<file path="config.mk">
export PLATFORM = sky130hd
export DESIGN_NAME = data_bus_arbiter
export DESIGN_NICKNAME = d
export VERILOG_FILES = /design/src/rtl/data_bus_arbiter.sv
export SDC_FILE = /design/constraint.sdc
export NUM_CORES = 1
export LEC_CHECK = 0
export ABC_AREA = 1
export CELL_PAD_IN_SITES_DETAIL_PLACEMENT = 2
export CELL_PAD_IN_SITES_GLOBAL_PLACEMENT = 2
export CORE_MARGIN = 4
export CORE_UTILIZATION = 10
export CTS_BUF_LIST = sky130_fd_sc_hd__clkbuf_8
export DETAILED_ROUTE_END_ITERATION = 10
export PLACE_DENSITY_LB_ADDON = 0.1
export SLEW_MARGIN = 0
export SYNTH_ARGS = -nofsm -noshare
export SYNTH_HDL_FRONTEND = slang
export SYNTH_SLANG_ARGS = --single-unit
</file>
<file path="constraint.sdc">
create_clock -name Clock -period 2.6 [get_ports Clock]
set_input_delay 0.39 -clock Clock [delete_from_list [all_inputs] [get_ports Clock]]
set_output_delay 0.39 -clock Clock [all_outputs]
set_load 0.03 [all_outputs]
</file>
<file path="src/rtl/data_bus_arbiter.sv">
// Round-robin arbiter giving N requesters turns on the single avalon_bus data port; optional BUSY timeout under ARB_TIMEOUT_EN.
// Latency: grant registered 1 cycle after request; bus signals and ReqDone combinational from the granted requester while BUSY.
// Backpressure: requests are held levels; losers simply stay asserted until served; one transaction in flight.
module data_bus_arbiter #(
  parameter int N       = 2,
  parameter int TIMEOUT = 64
) (
  input  logic            Clock,
  input  logic            Reset,
  input  logic [N-1:0]    ReqRead,
  input  logic [N-1:0]    ReqWrite,
  input  logic [N*16-1:0] ReqAddr,
  input  logic [N*16-1:0] ReqWdata,
  output logic [15:0]     ReqRdata,
  output logic [N-1:0]    ReqDone,
  output logic [N-1:0]    ReqErr,
  output logic [N-1:0]    Grant,
  output logic            ReadData,
  output logic            WriteData,
  output logic [15:0]     DataAddr,
  output logic [15:0]     BusIn,
  input  logic [15:0]     BusOut,
  input  logic            DataDone
);

  localparam int IW = (N > 1) ? $clog2(N) : 1;

  typedef enum logic {IDLE, BUSY} state_t;

  state_t         state_q, state_d;
  logic [N-1:0]   grant_q, grant_d;
  logic [IW-1:0]  last_q, last_d;
  logic [N-1:0]   req_any;
  logic           found;
  logic [IW-1:0]  win;
  logic           busy, g_rd, g_wr, xfer_done, tmo;
  logic [15:0]    addr_a  [N];
  logic [15:0]    wdata_a [N];

  for (genvar i = 0; i < N; i++) begin : g_unpack
    assign addr_a[i]  = ReqAddr[16*i +: 16];
    assign wdata_a[i] = ReqWdata[16*i +: 16];
  end

  function automatic logic [IW-1:0] wrap_inc(input logic [IW-1:0] base, input int k);
    int s;
    s = int'(base) + k;
    if (s >= N) s = s - N;
    return IW'(s);
  endfunction

  // last_q doubles as the granted index while BUSY
  assign busy      = (state_q == BUSY);
  assign g_rd      = ReqRead[last_q];
  assign g_wr      = ReqWrite[last_q];
  assign ReadData  = busy & g_rd & ~g_wr;
  assign WriteData = busy & g_wr;
  assign DataAddr  = busy ? addr_a[last_q]  : 16'h0000;
  assign BusIn     = busy ? wdata_a[last_q] : 16'h0000;
  assign xfer_done = busy & DataDone & (ReadData | WriteData);
  assign Grant     = grant_q;
  assign req_any   = ReqRead | ReqWrite;

  always_comb begin
    found = 1'b0;
    win   = last_q;
    for (int k = 1; k <= N; k++) begin
      if (!found && req_any[wrap_inc(last_q, k)]) begin
        found = 1'b1;
        win   = wrap_inc(last_q, k);
      end
    end
  end

`ifdef ARB_TIMEOUT_EN
  localparam int CW = $clog2(TIMEOUT) + 1;
  logic [CW-1:0] cnt_q;

  always_ff @(posedge Clock or posedge Reset) begin
    if (Reset)          cnt_q <= '0;
    else if (!busy)     cnt_q <= '0;
    else if (!DataDone) cnt_q <= cnt_q + CW'(1);
  end

  assign tmo = busy & (cnt_q == CW'(TIMEOUT - 1));
`else
  logic [31:0] unused_timeout;
  assign unused_timeout = TIMEOUT;
  assign tmo            = 1'b0;
`endif

  always_comb begin
    state_d  = state_q;
    grant_d  = grant_q;
    last_d   = last_q;
    ReqDone  = '0;
    ReqErr   = '0;
    ReqRdata = 16'h0000;
    case (state_q)
      IDLE: begin
        if (found) begin
          state_d      = BUSY;
          grant_d      = '0;
          grant_d[win] = 1'b1;
          last_d       = win;
        end
      end
      BUSY: begin
        // completion beats a coincident timeout; a dropped request aborts silently
        if (xfer_done) begin
          ReqDone[last_q] = 1'b1;
          ReqRdata        = ReadData ? BusOut : 16'h0000;
          state_d         = IDLE;
          grant_d         = '0;
        end else if (!(g_rd | g_wr)) begin
          state_d = IDLE;
          grant_d = '0;
        end else if (tmo) begin
          ReqDone[last_q] = 1'b1;
          ReqErr[last_q]  = 1'b1;
          state_d         = IDLE;
          grant_d         = '0;
        end
      end
      default: begin
        state_d = IDLE;
        grant_d = '0;
      end
    endcase
  end

  always_ff @(posedge Clock or posedge Reset) begin
    if (Reset) begin
      state_q <= IDLE;
      grant_q <= '0;
      last_q  <= IW'(N - 1);
    end else begin
      state_q <= state_d;
      grant_q <= grant_d;
      last_q  <= last_d;
    end
  end

endmodule
</file>
==> results.ini, run 1 <==
[cts]
clock-sinks=4
htreeDepth=1
cts_root_buf=clkbuf_8
cts_buffer_depth=2
hold_buffers=0
cts_tree=done
cts_inserted_buffers=3
clkTransAtPathRegs_ns=0.03
clk_latency_ns=0.22

[yosys]
synthTopCellsByArea=nor2_1, o21ai_0, nand2_1
synth_top_area_share_pct=35.2
yosys_warnings=0
ys_seq_elements=4
avgSynthCellArea_um2=4.76
synth_cells=188
syn_area_um2=895
ys_seq_area_share_pct=11.3
synthDistinctLibCells=17
yosysTopAreaCell=nor2_1

[global_route]
grt_pass1_vias=1833
grt_max_degree=19
grt.overflow.total=0
grt_pass1_wl_um=9280
groute.usage.overall_pct=10.9
antenna_found_initial=0

[placement]
place_hpwl_um=5270
io_buffers=140
gp_congestion=0.685

[floorplan]
io_pins=143
die_h_um=103
die_w_um=103
initial_core_util_pct=10.3
rows=34
die_area_um2=10500
core-area_um2=8720

[route]
first_pass_iters=4
avgViaCountPerCell=3.99
wl_per_cell_um=14.1
drtIter0Drc=17
post-route-drc-count=0
vias=1750
routed_wl_um=6170
antenna_left=0

[layout]
diodes=0
syn_to_final_growth_pct=179
fillCellCount=1082
drive_above_1_share_pct=9.97
finalNetCount=419

[setup_path]
reg2regPathDepth=8
r2r_slack_ns=1.06
arrival_ns=2.07
cp.required_ns=2.21
crit_type=flip-flop to output port
crit_path_max_fanout=18
end_kind=output port
reg2reg_to=Grant[0]
reg2reg_from=last_q
startpoint_type=flip-flop

[timing]
setup_viol=0
fmax_ghz=0.407
whs_ns=0.370
setup_tns_ns=0
rsz0062_at_grt=no
post-route-period-util_pct=94.6
fin_skew_ns=0.00443
hold_viol_final=0
fin_crit_ns=2.46
finalMaxSlewViolations=0

[power]
power.share.clock_pct=5.4
powerDensity_nw_per_um2=988
p_sw_share_pct=56.1
ir_worst_vdd_v=0.000362
power_frac_seq_pct=6.0
internal-power_uw=1080
p_comb_share_pct=88.5
cellLeakagePower_uw=0.00110
p_switching_uw=1380

[min_path]
worstHoldPathType=input port to async pin

[status]
outcome=finished, final reports clean

[run]
maxCapViolCount=0

==> flip-flops by register name, indices dropped and copies added (netlist names) <==
register,cells
last_q,1
busy,1
Grant,2
==> final cells by class <==
class / instances / area, um^2 / share of cell area, %
Clock buffer: 3 / 41.3 / 1.65
Clock inverter: 1 / 3.75 / 0.150
Inverter: 10 / 37.5 / 1.50
Multi-Input combinational cell: 161 / 681 / 27.3
Sequential cell: 4 / 101 / 4.06
Tap cell: 108 / 135 / 5.41
Timing Repair Buffer: 152 / 1500 / 60.0
==> through the flow <==
step / cells / total power [uW] / area (um^2) / worst slack [ns] / utilization [%]
finish: 439 / 2470 / 2500 / 0.141 / 28.6
global route: 439 / 2680 / 2500 / 0.00384 / 28.6
CTS: 439 / 2540 / 2490 / 0.0678 / 28.6
detailed placement: 435 / 2400 / 2460 / -0.0403 / 28.2
global placement: 435 / 2380 / 2460 / 0.00397 / 28.2
floorplan: 189 / 1360 / 898 / 0.553 / -
==> power by group through the flow <==
| stage | Clock (uW) | Combinational, uW | Sequential (uW) |
|---|---|---|---|
| after floorplan | 0 | 1210 | 153 |
| after global placement | 0 | 2230 | 155 |
| after detailed placement | 0 | 2240 | 154 |
| after CTS | 139 | 2240 | 154 |
| after global routing | 148 | 2380 | 159 |
| final | 134 | 2180 | 149 |
==> placed cells by master, fill, tap and decap left out, types with 3 or more instances in the layout <==
cell type and n:
buf_12 3, inv_1 10, nand2_2 3, clkdlybuf4s50_1 119, o21ai_0 35, nor2_1 84, dfrtp_1 3, nand2_1 30
clkbuf_8 3, dlygate4sd2_1 8, buf_4 20
==> worst max path at each step <==
stage	startpoint	end	slack [ns]	depth (start not counted)
6_report	last_q	BusIn[15]	0.14	5
3_5_place_dp	ReqWrite[1]	ReqRdata[11]	-0.04	10
4_1_cts	last_q	BusIn[15]	0.07	5
3_3_place_gp	ReqWrite[1]	ReqRdata[8]	0.004	10
5_1_grt	last_q	BusIn[10]	0.004	5
2_1_floorplan	last_q	ReqRdata[0]	0.55	8
==> layer usage <==
layer / wire length, um / GRT usage (%) / share of wire (%) / up-vias
li1: - / - / - / 868
met1: 2400 / 12.3 / 39 / 812
met2: 3180 / 21.5 / 51 / 68
met3: 584 / 2.30 / 9.5 / 2
met4: 8 / 1.21 / 0.13 / 0
met5: 0 / 0 / 0 / -
==> cells in the mapped netlist <==
master / n
buf_6: 2
clkbuf_1: 9
o21ai_0: 35
nor2_4: 1
clkinv_1: 1
dfstp_2: 1
buf_4: 3
nand2_2: 3
nand3_1: 2
o21ai_2: 2
nor2_1: 84
o211ai_1: 1
conb_1: 1
inv_1: 9
a21oi_1: 1
nand2_1: 30
dfrtp_1: 3
==> logic make-up (layout without fill, tap and decap cells) <==
kind of cell,Yosys count,after routing,synth area share [%]
compound gates,39,39,22.9
flops,4,4,11.3
buf+inv,24,166,13.0
other cells,1,2,0.419
simple gates,120,120,52.3
==> what timing repair did <==
action,in CTS,in global routing
endpoints found under the setup margin,8,2
resized for setup,8,2
setup buffers,0,0
==> worst max-delay path, stage by stage, from the launching register on <==
cell and delay (ns):
dfstp_2 0.67, clkinv_1 0.17, buf_4 0.23, nor2_1 0.12, nor2_1 0.06, clkdlybuf4s50_1 0.61
No activity file was read; power rests on OpenSTA's default activity.
==> run 2: changes to the inputs <==
--- a/config.mk
+++ b/config.mk
@@ -12,6 +12,7 @@
 export CORE_UTILIZATION = 10
 export CTS_BUF_LIST = sky130_fd_sc_hd__clkbuf_8
 export DETAILED_ROUTE_END_ITERATION = 10
+export GPL_ROUTABILITY_DRIVEN = 0
 export PLACE_DENSITY_LB_ADDON = 0.1
 export SLEW_MARGIN = 0
 export SYNTH_ARGS = -nofsm -noshare
==> results of run 2 <==
The final DEF is identical to that of run 1; final timing and power are the same.
